`config.mk`:
```
export PLATFORM = sky130hd
export DESIGN_NAME = donation_allocator_flat
export DESIGN_NICKNAME = d
export VERILOG_FILES = /design/src/rtl/donation_allocator_if.sv /design/src/rtl/donation_allocator.sv /design/src/flat_wrapper.sv
export SDC_FILE = /design/constraint.sdc
export NUM_CORES = 1
export LEC_CHECK = 0
export BUFFER_PORTS_ARGS = -buffer_cell sky130_fd_sc_hd__clkbuf_2
export CORE_MARGIN = 2
export CORE_UTILIZATION = 60
export CTS_BUF_LIST = sky130_fd_sc_hd__clkbuf_8
export DETAILED_ROUTE_END_ITERATION = 7
export PLACE_DENSITY_LB_ADDON = 0.3
export SETUP_SLACK_MARGIN = 0.5
export SLEW_MARGIN = 20
export SYNTH_ARGS = -nofsm -noshare
export SYNTH_HDL_FRONTEND = slang
export SYNTH_SLANG_ARGS = --single-unit
```
`constraint.sdc`:
```
create_clock -name clk -period 3.6 [get_ports clk]
set_clock_uncertainty 0.05 [all_clocks]
set_input_delay 0.72 -clock clk [delete_from_list [all_inputs] [get_ports clk]]
set_output_delay 0.72 -clock clk [all_outputs]
set_load 0.005 [all_outputs]
```
`src/rtl/donation_allocator_if.sv`:
```
// Handshake, configuration and status bundle for donation_allocator.
// The master side drives donors, patient types and requests; the slave side is the allocator.
interface donation_allocator_if #(
    parameter int CNT_W = 8
);
    logic             cfg_we;
    logic [2:0]       cfg_idx;
    logic             cfg_a;
    logic             cfg_b;
    logic             cfg_rh;
    logic [7:0]       req_set;
    logic [7:0]       req_cancel;
    logic             donor_valid;
    logic             donor_a;
    logic             donor_b;
    logic             donor_rh;
    logic             donor_ready;
    logic             grant_valid;
    logic [2:0]       grant_idx;
    logic             nomatch;
    logic [7:0]       pending;
    logic [CNT_W-1:0] units_granted;

    modport master (
        output cfg_we, cfg_idx, cfg_a, cfg_b, cfg_rh,
        output req_set, req_cancel,
        output donor_valid, donor_a, donor_b, donor_rh,
        input  donor_ready, grant_valid, grant_idx, nomatch,
        input  pending, units_granted
    );

    modport slave (
        input  cfg_we, cfg_idx, cfg_a, cfg_b, cfg_rh,
        input  req_set, req_cancel,
        input  donor_valid, donor_a, donor_b, donor_rh,
        output donor_ready, grant_valid, grant_idx, nomatch,
        output pending, units_granted
    );
endinterface

```
`src/rtl/donation_allocator.sv`:
```
// Serial donor-to-patient blood unit allocator over eight pending requests.
// Define ALLOC_ROUND_ROBIN_EN to start each scan just below the last granted slot.
module donation_allocator #(
    parameter int NPAT  = 8,
    parameter int CNT_W = 8
) (
    input  logic                clk,
    input  logic                rst_n,
    donation_allocator_if.slave bus
);
    typedef enum logic [1:0] {IDLE, SCAN, GRANT, NOMATCH} state_e;

    state_e           state_q, state_d;
    logic [2:0]       ptr_q, ptr_d;
    logic [2:0]       cnt_q, cnt_d;
    logic [2:0]       gidx_q, gidx_d;
    logic [2:0]       start_idx;
    logic [NPAT-1:0]  pa_q, pa_d, pb_q, pb_d, prh_q, prh_d;
    logic [NPAT-1:0]  pend_q, pend_d, gclr;
    logic             da_q, da_d, db_q, db_d, drh_q, drh_d;
    logic             gv_q, gv_d, nm_q, nm_d;
    logic             hit;
    logic [CNT_W-1:0] units_q, units_d;

`ifdef ALLOC_ROUND_ROBIN_EN
    logic [2:0] last_q, last_d;
    assign start_idx = last_q - 3'd1;
`else
    assign start_idx = 3'd7;
`endif

    // A recipient must carry every antigen the donor unit carries.
    assign hit = pend_q[ptr_q]
               & (~da_q  | pa_q[ptr_q])
               & (~db_q  | pb_q[ptr_q])
               & (~drh_q | prh_q[ptr_q]);

    always_comb begin
        state_d = state_q;
        ptr_d   = ptr_q;
        cnt_d   = cnt_q;
        gidx_d  = gidx_q;
        da_d    = da_q;
        db_d    = db_q;
        drh_d   = drh_q;
        gv_d    = 1'b0;
        nm_d    = 1'b0;
        units_d = units_q;
        gclr    = '0;
        pa_d    = pa_q;
        pb_d    = pb_q;
        prh_d   = prh_q;
`ifdef ALLOC_ROUND_ROBIN_EN
        last_d  = last_q;
`endif
        unique case (state_q)
            IDLE: begin
                if (bus.donor_valid) begin
                    da_d    = bus.donor_a;
                    db_d    = bus.donor_b;
                    drh_d   = bus.donor_rh;
                    ptr_d   = start_idx;
                    cnt_d   = 3'd0;
                    state_d = SCAN;
                end
            end
            SCAN: begin
                if (hit) begin
                    gidx_d  = ptr_q;
                    gv_d    = 1'b1;
                    state_d = GRANT;
                end else begin
                    ptr_d = ptr_q - 3'd1;
                    cnt_d = cnt_q + 3'd1;
                    if (cnt_q == 3'd7) begin
                        nm_d    = 1'b1;
                        state_d = NOMATCH;
                    end
                end
            end
            GRANT: begin
                gclr[gidx_q] = 1'b1;
                if (units_q != {CNT_W{1'b1}}) begin
                    units_d = units_q + CNT_W'(1);
                end
`ifdef ALLOC_ROUND_ROBIN_EN
                last_d = gidx_q;
`endif
                state_d = IDLE;
            end
            NOMATCH: state_d = IDLE;
            default: state_d = IDLE;
        endcase
        if (bus.cfg_we) begin
            pa_d[bus.cfg_idx]  = bus.cfg_a;
            pb_d[bus.cfg_idx]  = bus.cfg_b;
            prh_d[bus.cfg_idx] = bus.cfg_rh;
        end
        // Cancel beats set, set beats the grant's own clear.
        pend_d = ((pend_q & ~gclr) | bus.req_set) & ~bus.req_cancel;
    end

    always_ff @(posedge clk or negedge rst_n) begin
        if (!rst_n) begin
            state_q <= IDLE;
            ptr_q   <= 3'd0;
            cnt_q   <= 3'd0;
            gidx_q  <= 3'd0;
            da_q    <= 1'b0;
            db_q    <= 1'b0;
            drh_q   <= 1'b0;
            gv_q    <= 1'b0;
            nm_q    <= 1'b0;
            units_q <= '0;
            pa_q    <= '0;
            pb_q    <= '0;
            prh_q   <= '0;
            pend_q  <= '0;
`ifdef ALLOC_ROUND_ROBIN_EN
            last_q  <= 3'd0;
`endif
        end else begin
            state_q <= state_d;
            ptr_q   <= ptr_d;
            cnt_q   <= cnt_d;
            gidx_q  <= gidx_d;
            da_q    <= da_d;
            db_q    <= db_d;
            drh_q   <= drh_d;
            gv_q    <= gv_d;
            nm_q    <= nm_d;
            units_q <= units_d;
            pa_q    <= pa_d;
            pb_q    <= pb_d;
            prh_q   <= prh_d;
            pend_q  <= pend_d;
`ifdef ALLOC_ROUND_ROBIN_EN
            last_q  <= last_d;
`endif
        end
    end

    assign bus.donor_ready   = (state_q == IDLE);
    assign bus.grant_valid   = gv_q;
    assign bus.grant_idx     = gidx_q;
    assign bus.nomatch       = nm_q;
    assign bus.pending       = pend_q;
    assign bus.units_granted = units_q;
endmodule

```
`src/flat_wrapper.sv`:
```
// flat-port wrapper written by rule: the top's interface ports become plain ports
module donation_allocator_flat 
#(
    parameter int NPAT  = 8,
    parameter int CNT_W = 8
)
  (clk, rst_n, bus_cfg_we, bus_cfg_idx, bus_cfg_a, bus_cfg_b, bus_cfg_rh, bus_req_set, bus_req_cancel, bus_donor_valid, bus_donor_a, bus_donor_b, bus_donor_rh, bus_donor_ready, bus_grant_valid, bus_grant_idx, bus_nomatch, bus_pending, bus_units_granted);
  donation_allocator_if #(.CNT_W(CNT_W)) bus_i ();
  input  logic clk;
  input  logic rst_n;
  input wire logic [$bits(bus_i.cfg_we)-1:0] bus_cfg_we;
  input wire logic [$bits(bus_i.cfg_idx)-1:0] bus_cfg_idx;
  input wire logic [$bits(bus_i.cfg_a)-1:0] bus_cfg_a;
  input wire logic [$bits(bus_i.cfg_b)-1:0] bus_cfg_b;
  input wire logic [$bits(bus_i.cfg_rh)-1:0] bus_cfg_rh;
  input wire logic [$bits(bus_i.req_set)-1:0] bus_req_set;
  input wire logic [$bits(bus_i.req_cancel)-1:0] bus_req_cancel;
  input wire logic [$bits(bus_i.donor_valid)-1:0] bus_donor_valid;
  input wire logic [$bits(bus_i.donor_a)-1:0] bus_donor_a;
  input wire logic [$bits(bus_i.donor_b)-1:0] bus_donor_b;
  input wire logic [$bits(bus_i.donor_rh)-1:0] bus_donor_rh;
  output wire logic [$bits(bus_i.donor_ready)-1:0] bus_donor_ready;
  output wire logic [$bits(bus_i.grant_valid)-1:0] bus_grant_valid;
  output wire logic [$bits(bus_i.grant_idx)-1:0] bus_grant_idx;
  output wire logic [$bits(bus_i.nomatch)-1:0] bus_nomatch;
  output wire logic [$bits(bus_i.pending)-1:0] bus_pending;
  output wire logic [$bits(bus_i.units_granted)-1:0] bus_units_granted;
  assign bus_i.cfg_we = bus_cfg_we;
  assign bus_i.cfg_idx = bus_cfg_idx;
  assign bus_i.cfg_a = bus_cfg_a;
  assign bus_i.cfg_b = bus_cfg_b;
  assign bus_i.cfg_rh = bus_cfg_rh;
  assign bus_i.req_set = bus_req_set;
  assign bus_i.req_cancel = bus_req_cancel;
  assign bus_i.donor_valid = bus_donor_valid;
  assign bus_i.donor_a = bus_donor_a;
  assign bus_i.donor_b = bus_donor_b;
  assign bus_i.donor_rh = bus_donor_rh;
  assign bus_donor_ready = bus_i.donor_ready;
  assign bus_grant_valid = bus_i.grant_valid;
  assign bus_grant_idx = bus_i.grant_idx;
  assign bus_nomatch = bus_i.nomatch;
  assign bus_pending = bus_i.pending;
  assign bus_units_granted = bus_i.units_granted;
  donation_allocator #(.NPAT(NPAT), .CNT_W(CNT_W)) u_core (.clk(clk), .rst_n(rst_n), .bus(bus_i));
endmodule
```
**After elaboration in Yosys (flattened, before gate mapping)**

Index checks and enable logic that the tools add are counted.

- Muxes and demuxes: 31
- Reduce and logical (&&, ||, !) cells: 10
- Bitwise operators: 14
- Magnitude comparators: 5
- Equality and inequality tests: 8
- Add/sub/neg operators: 3

Operator list:

| operator | number |
|---|---|
| bitwise mux 8 bit | 3 |
| bitwise AND 8 bit | 2 |
| NOT 8 bit | 2 |
| binary-select mux 1 bit (select 3 bit) | 4 |
| less-than comparator 3 x 4 -> 1 bit (second input constant) | 3 |
| two-way mux 3 bit | 4 |
| case mux 3 bit (2 select lines) | 2 |
| two-way mux 1 bit | 11 |
| adder 8 x 1 -> 8 bit (second input constant) | 1 |
| two-way mux 8 bit | 1 |
| != test 8 bit (second input constant) | 1 |
| OR 8 bit | 1 |
| AND reduction 2 bit | 4 |
| demux 1 bit (select 3 bit) | 2 |
| greater-or-equal comparator 3 x 1 -> 1 bit (second input constant) | 2 |
| two-way mux 2 bit | 3 |
| case mux 2 bit (3 select lines) | 1 |
| == test 2 bit (second input constant) | 2 |
| != test 2 bit (second input constant) | 2 |
| adder 3 x 1 -> 3 bit (second input constant) | 1 |
| bitwise AND 1 bit | 3 |
| == test 3 bit (second input constant) | 1 |
| != test 3 x 1 -> 1 bit (second input constant) | 1 |
| NOT 1 bit | 3 |
| 8 further kinds | 11 |

- Output and inout bits: 22
- Flip-flop bits (word level): 56

**Depth between registers and ports, before layout**

Gate-level depths: netlist of the first run.

- Depth after elaboration: 9
- Gate-level depth with buffers: 7

**Worst setup path before layout of the first run**

OpenSTA, ideal clock, no wires.

- Kind: register to register
- From: register u_core.ptr_q[1]
- To: register u_core.gidx_q[0] (netlist: u_core.bus.grant_idx[0])
- Stages on the path, launching flop included: 7
- Period minus slack after synthesis: 1.894 ns
- Path buffers: 1
- Arrival: 1.719 ns
- Path slack: 1.706 ns
- Setup time: 0.125 ns
- Path through: dfrtp_1 > buf_6 > or2_2 > o22ai_2 > nand4_4 > a21boi_4 > mux2_4

- Cells in the longest elaborated chain, start to end: 7
- Elaborated cells between the ends (all ways): 15

Ends and longest elaborated chain:

| element | RTL line | text |
|---|---|---|
| from (decl) | donation_allocator.sv:14 | `logic [2:0] ptr_q, ptr_d;` |
| from (signal assigned) | donation_allocator.sv:124 | `ptr_q <= ptr_d;` |
| binary-select mux 1 bit (select 3 bit) | donation_allocator.sv:34 | `& (~da_q \| pa_q[ptr_q])` |
| two-way mux 1 bit (implied by the code) | donation_allocator.sv:34 |  |
| OR 1 bit | donation_allocator.sv:34 |  |
| bitwise AND 1 bit | donation_allocator.sv:34 |  |
| bitwise AND 1 bit | donation_allocator.sv:35 | `& (~db_q \| pb_q[ptr_q])` |
| bitwise AND 1 bit * | donation_allocator.sv:36 | `& (~drh_q \| prh_q[ptr_q]);` |
| AND reduction 2 bit (no source line) * | -- |  |
| to (signal assigned) | donation_allocator.sv:126 | `gidx_q <= gidx_d;` |
| to (decl) | donation_allocator.sv:16 | `logic [2:0] gidx_q, gidx_d;` |

Every way passes the cells marked *; elsewhere a longest branch is shown, timed or not. The select of a mux whose other input is x is not followed.
A chain may end at the register's enable or synchronous reset.

**Worst setup path in the final report of the first run**

- From: register u_core.ptr_q[0]
- To: register u_core.gidx_q[2] (netlist: u_core.bus.grant_idx[2])

The elaborated chain is that of the path after synthesis.

==> results.md, run 1 <==
- Outcome: completed
- Largest net degree at the start of global routing: 30
- Crit path cell chain: mux4_1, nand2b_1, nand4_4, a21boi_4, mux2_4
- Non-Filler Instances: 320
- Total grt overflow: 0
- Clock tree buffer depth: 2
- Hpwl dp: 3.80 mm
- Vias per cell: 5.55
- Filler cell count: 318
- Routed wire length: about 4.9 mm
- PD cells: about 650 nW/um^2
- Post_cts resized: 0
- DIE AREA: just over 5000 um^2
- Max IR drop VDD: 0.493 mV
- Arr. time, crit path: 2.40 ns
- Hold Buf Count CTS: 0
- TNS Setup: 0 ns
- Layout area overhead: 14.1%
- LEAKAGE: around 1.5 nW
- Avg Inst Size Synth: 12.8 um^2
- Die width: approximately 71 um
- Critical path capture point type: flip-flop
- NumNets Final: 300
- Tcrit/Tclk final: 0.624
- Warnings from Yosys: 0
- DR pass1 iterations: 4
- Measured slew at the worst slew-check pin: 0.660 ns
- CORE AREA: about 4400 um^2
- Tmin final: 2.25 ns
- Relative slew slack: 0.560
- Post-synthesis instance area: 2710 um^2
- Drt drc: 0
- Post-synth EDFFs: 0
- # diodes: 0
- Max-Cap Viols: 0
- Yosys cell types: 38
- Final Slew Violations: 0
- Final setup fails: 0
- Slowest stage delay, CP: 0.74 ns
- Vias: 1776
- Final ANT Viol Nets: 0
- Worst Hold Class: in -> async
- Root Buffer: clkbuf_8
- Top_reg_cell synth: dfrtp_1
- Syn_nets: ~250
- Clk_lat worst skew: approximately 0.31 ns
- Placer Congestion: 0.783
- Vias in the first global route: approximately 1700
- Critical-path maximum fanout: 14
- Critical path required time: 3.75 ns
- Initial antenna violation count: 0
- Cells after Synth: 212
- Sink Count: 56
- Height of the chip: 71.2 um
- First-pass GRT wire length: just over 8 mm
- Setup Buffers After CTS: 0
- Ys async rst share: 1.00
- Worst path slowest cell: dfrtp_1
- Buffers on Ports: 50
- Initial Utilization: 0.622
- Setup CP Type: reg -> reg
- Drt wl/cell: 15.4 um
- Clk slew on worst S/H paths: 0.10 ns
- Initial DRC Count: 39
- Synth Register Bits: 56
- Row count: 24
- Hold Fails Final Rpt: 0
- Num CTS Buffers: 5
- H-tree level count: 2
- RSZ-0062 raised after global routing: false
- FF-to-FF path depth: 5
- I/O pins: 51
- Sequential area share after synthesis: 0.518
- Final Util: 0.709
- Overall routing resource usage: 0.208
- CTS tree: done
- Max frequency: 445 MHz
- Cells after DPL: 312
- Layout cells sized above 1: 0.373
- Startpoint types: flip-flop
[logic make-up after synthesis]
kind of cell	after synthesis	share of synthesized area
and+or+nand+nor	61	0.135
DFF	56	0.518
muxes	47	0.214
AOI/OAI and AO/OA	25	0.0670
buffers and inverters	12	0.0250
xor gates and xnor gates	7	0.0227
adders and majority gates	4	0.0185
[cell usage after synthesis, types with 2 or more instances]
master	number	share of area
ha_1	4	0.018
mux4_2	2	0.017
nor2_1	11	0.015
mux2_4	3	0.017
nand4b_1	3	0.0097
a21oi_1	10	0.018
mux2_2	28	0.12
mux4_1	2	0.019
nand2b_1	9	0.021
o21ai_0	5	0.0092
inv_1	9	0.012
xnor2_1	3	0.0097
xor2_1	4	0.013
mux2i_1	12	0.044
nand4_4	2	0.016
nor3b_1	2	0.0055
nor3_1	2	0.0037
a22oi_2	2	0.0092
nand4_1	6	0.014
dfrtp_1	56	0.52
nand3_1	4	0.0074
buf_6	3	0.012
nor2b_1	2	0.0046
nand2_1	13	0.018
or3_1	2	0.0046
[area by class of cell]
cell class                 count  area (um^2)  area share
sequential                    56         1400       0.454
tap                           52         65.1      0.0211
inverter                       9         33.8      0.0109
timing repair buffer          51          258      0.0835
clock buffer                   5         68.8      0.0223
multi-input combinational    144         1240       0.401
clock inverter                 3         23.8     0.00770
[where the power goes]
part           total [W]  leakage [nW]  switching, W  internal, W
Sequential      0.000972         0.689      0.000186     0.000786
Combinational   0.000704         0.745      0.000310     0.000395
Clock           0.000339        0.0404      0.000201     0.000138
Total            0.00202          1.47      0.000697      0.00132
[final timing paths]
check / from / to / slack [ns]
worst min-delay path: rst_n / u_core.state_q[1]$_DFFE_PN0P_ / 0.38
worst max register to register: u_core.ptr_q[0]$_DFFE_PN0P_ / u_core.bus.grant_idx[2]$_DFFE_PN0P_ / 1.35
max in group asynchronous: rst_n / u_core.pa_q[6]$_DFFE_PN0P_ / 2.31
worst min register to register: u_core.cnt_q[0]$_DFFE_PN0P_ / u_core.cnt_q[0]$_DFFE_PN0P_ / 0.44
min in group clk: u_core.cnt_q[0]$_DFFE_PN0P_ / u_core.cnt_q[0]$_DFFE_PN0P_ / 0.44
worst max-delay path: u_core.ptr_q[0]$_DFFE_PN0P_ / u_core.bus.grant_idx[2]$_DFFE_PN0P_ / 1.35
[metal layers]
| metal | track usage | vias to the layer above | wire, um |
|---|---|---|---|
| met2 | 0.356 | 20 | 2520 |
| met3 | 0.0470 | 6 | 132 |
| met4 | 0.0440 | 0 | 42 |
| met1 | 0.275 | 878 | 2220 |
| met5 | 0 | - | 0 |
| li1 | - | 872 | - |
[through the flow]
stage	hold slack, ns	setup WS (ns)	total power (W)	cell area, um^2
floorplan	0.374	1.71	0.00152	2710
global placement	0.420	1.42	0.00167	3000
detailed placement	0.432	1.33	0.00170	3000
CTS	0.395	1.32	0.00204	3090
global route	0.435	1.20	0.00216	3090
finish	0.376	1.35	0.00202	3090
[cells in the final DEF, fill, tap and decap left out, drive strengths merged, types with 2 or more instances in the layout]
master	synthesis	routed
o22ai	2	2
nor2	11	11
ha	4	4
a22oi	2	2
inv	9	9
clkinvlp	0	2
dfrtp	56	56
nor3b	2	2
a21oi	10	10
mux2i	12	12
o21ai	5	5
nor2b	2	2
mux2	31	31
xnor2	3	3
nand2b	9	9
nand3	5	5
xor2	4	4
nand2	13	13
nor3	2	2
clkbuf	0	55
or3	2	2
nand4b	3	3
mux4	4	4
a21boi	2	2
nand4	8	8
[worst max-delay path: cells and delay by family (launching register included)]
kind | cells | cell delay (ns)
AO/OA/AOI/OAI | 1 | 0.10
multiplexers | 2 | 0.91
flip-flops | 1 | 0.74
AND/OR/NAND/NOR | 2 | 0.34
[state kept, by name (all words and copies together), names as in the netlist]
| register | cells |
|---|---|
| u_core.da_q | 1 |
| u_core.bus.pending | 8 |
| u_core.bus.grant_valid | 1 |
| u_core.bus.units_granted | 8 |
| u_core.bus.grant_idx | 3 |
| u_core.cnt_q | 3 |
| u_core.bus.nomatch | 1 |
| u_core.state_q | 2 |
| u_core.pb_q | 8 |
| u_core.drh_q | 1 |
| u_core.ptr_q | 3 |
| u_core.pa_q | 8 |
| u_core.db_q | 1 |
| u_core.prh_q | 8 |
Note: power is estimated with default switching activity, not from simulation.
==> inputs of run 2 (changes only) <==
--- a/config.mk
+++ b/config.mk
@@ -7,7 +7,7 @@
 export LEC_CHECK = 0
 export BUFFER_PORTS_ARGS = -buffer_cell sky130_fd_sc_hd__clkbuf_2
 export CORE_MARGIN = 2
-export CORE_UTILIZATION = 60
+export CORE_UTILIZATION = 52
 export CTS_BUF_LIST = sky130_fd_sc_hd__clkbuf_8
 export DETAILED_ROUTE_END_ITERATION = 7
 export PLACE_DENSITY_LB_ADDON = 0.3
==> constraint.sdc (replaced) <==
create_clock -name clk -period 2 [get_ports clk]
set_clock_uncertainty 0.05 [all_clocks]
set_input_delay 0.4 -clock clk [delete_from_list [all_inputs] [get_ports clk]]
set_output_delay 0.4 -clock clk [all_outputs]
set_load 0.005 [all_outputs]
==> run 2 against run 1 <==
Effect of this change:
- first-iteration DRC count up 21%
- count of clock-buffer cells in the layout unchanged
- final area up 9.5%
- wire length up 6.5%
- largest power group unchanged
==> results.md, run 2 (synthesis gave the netlist of run 1 again) <==
- Most common cell after layout, fill and taps aside: dfrtp_1
- Relative slew slack: 0.659
- Height of the chip: 76.1 um
- Initial antenna violation count: 0
- DR pass1 iterations: 4
- Sink Count: 56
- Worst path slowest cell: dfrtp_2
- Die width: between 70 and 80 um
- Max frequency: 515 MHz
- Worst Setup Slack, final: between 0.05 and 0.06 ns
- CTS tree: done
- Critical path required time: 2.14 ns
- Hold Fails Final Rpt: 0
- Placer Congestion: 0.767
- Routed wire length: approximately 5.2 mm
- # diodes: 0
- Initial Utilization: 0.533
- Initial DRC Count: 47
- Hold Buf Count CTS: 0
- Final ANT Viol Nets: 0
- CORE AREA: 5070 um^2
- Hpwl dp: 3.64 mm
- RSZ-0062 raised after global routing: true
- Layout area overhead: 24.9%
- Final Util: 0.666
- Crit path cell chain: buf_6, buf_6, mux2i_1, o22ai_2, nand4_4, a21boi_4, mux2_4
- FF-to-FF path depth: 7
- TNS Setup: 0 ns
- Max IR drop VDD: between 0.5 and 0.6 mV
- Clk slew on worst S/H paths: 0.10 ns
- LEAKAGE: ~1.6 nW
- Outcome: completed
- Clock tree buffer depth: 2
- Row count: 26
- Layout cells sized above 1: 0.484
- PD cells: 1210 nW/um^2
- Most frequent cells in the layout: dfrtp_1, clkbuf_2, mux2_2
- Setup crit start: u_core.ptr_q[0]$_DFFE_PN0P_
- Vias: 1919
- Vias per cell: 5.35
- Critical-path maximum fanout: 8
- Clk_lat worst skew: approximately 0.31 ns
- Worst slack on hold paths: 0.0234 ns
- I/O pins: 51
- Root Buffer: clkbuf_8
- Tmin final: 1.94 ns
- Slowest stage delay, CP: between 0.5 and 0.6 ns
- Overall routing resource usage: 0.184
- Multi-input combinational cell area: 1330 um^2
- Pre-CTS setup slack: -0.0703 ns
- Buffers on Ports: 50
- Largest net degree at the start of global routing: 57
- Final Slew Violations: 0
- NumNets Final: around 320
- Num CTS Buffers: 5
- Reg area: between 1000 and 1500 um^2
- Vias in the first global route: 1787
- Setup CP Type: reg -> reg
- Critical path capture point type: flip-flop
- Tcrit/Tclk final: 0.970
- Max-Cap Viols: 0
- Measured slew at the worst slew-check pin: slightly above 0.5 ns
- Final setup fails: 0
- Total grt overflow: 0
- DIE AREA: 5800 um^2
- Drt wl/cell: 14.6 um
- CP dominant cell by count: buf_6
- H-tree level count: 2
- Startpoint types: flip-flop
- RR Startpoint: u_core.ptr_q[0]$_DFFE_PN0P_
- Drt drc: 0
- Worst Hold Class: in -> async
- Filler cell count: 404
- First-pass GRT wire length: 8.56 mm
- Arr. time, crit path: between 2 and 2.5 ns
==> run 2: cell count changes in the layout (fill, tap and decap cells not counted), moves of 2 or more <==
cell and change:
buf_6 +2, nand2b_4 +5, nand2b_1 -5, dfrtp_1 -3, mux4_2 +2, buf_4 +18, clkinvlp_4 -2, dfrtp_2 +3
mux4_1 -2
==> run 2: what timing repair did <==
action	in CTS	in global routing
endpoints found under the setup margin	22	17
gates cloned	0	0
endpoints found under the hold margin	0	0
setup buffers	5	5
resized for setup	15	6
pin swaps	9	9
==> run 2: worst max-delay path, delay by kind of cell (launching register included) <==
family                 cells  cell delay, ns
and+or+nand+nor            1            0.17
AOI/OAI and AO/OA          2            0.39
buffers and inverters      2            0.27
muxes                      2            0.44
DFF                        1            0.51
==> run 2: metal layers <==
metal,share of wire,track usage,up-vias
li1,-,-,915
met1,0.46,0.251,971
met2,0.50,0.303,29
met3,0.030,0.0379,4
met4,0.0078,0.0509,0
met5,0,0,-
==> run 2: final cells by class <==
cell class              instances  share of cell area
flip-flops and latches         56               0.416
multi-input cells             144               0.393
repair buffers                 72               0.129
well taps                      70              0.0259
clock buffers                   5              0.0204
inverters                       9             0.00999
clock inverters                 3             0.00666
==> run 2: power by group <==
group	switching [W]	leakage [nW]	total [W]	internal, W
Combinational	0.000710	0.877	0.00174	0.00103
Clock	0.000370	0.0485	0.000622	0.000252
Sequential	0.000318	0.686	0.00174	0.00142
==> run 2: through the flow <==
| stage | area [um^2] | total power [W] | cells |
|---|---|---|---|
| 6_report | 3380 | 0.00410 | 359 |
| 5_1_grt | 3380 | 0.00436 | 359 |
| 4_1_cts | 3310 | 0.00405 | 354 |
| 3_5_place_dp | 3140 | 0.00324 | 341 |
| 3_3_place_gp | 3140 | 0.00320 | 341 |
| 2_1_floorplan | 2730 | 0.00279 | 212 |
==> run 2: worst paths after layout <==
path                                                       end  slack (ns)
setup reg to reg           u_core.bus.grant_idx[2]$_DFFE_PN0P_        0.06
max in group asynchronous          u_core.ptr_q[0]$_DFFE_PN0P_        1.60
hold / removal                     u_core.cnt_q[2]$_DFFE_PN0P_        0.02
hold reg to reg                    u_core.cnt_q[0]$_DFFE_PN0P_        0.44
min in group clk               u_core.bus.pending[6]$_DFF_PN0_        0.18
setup / recovery           u_core.bus.grant_idx[2]$_DFFE_PN0P_        0.06
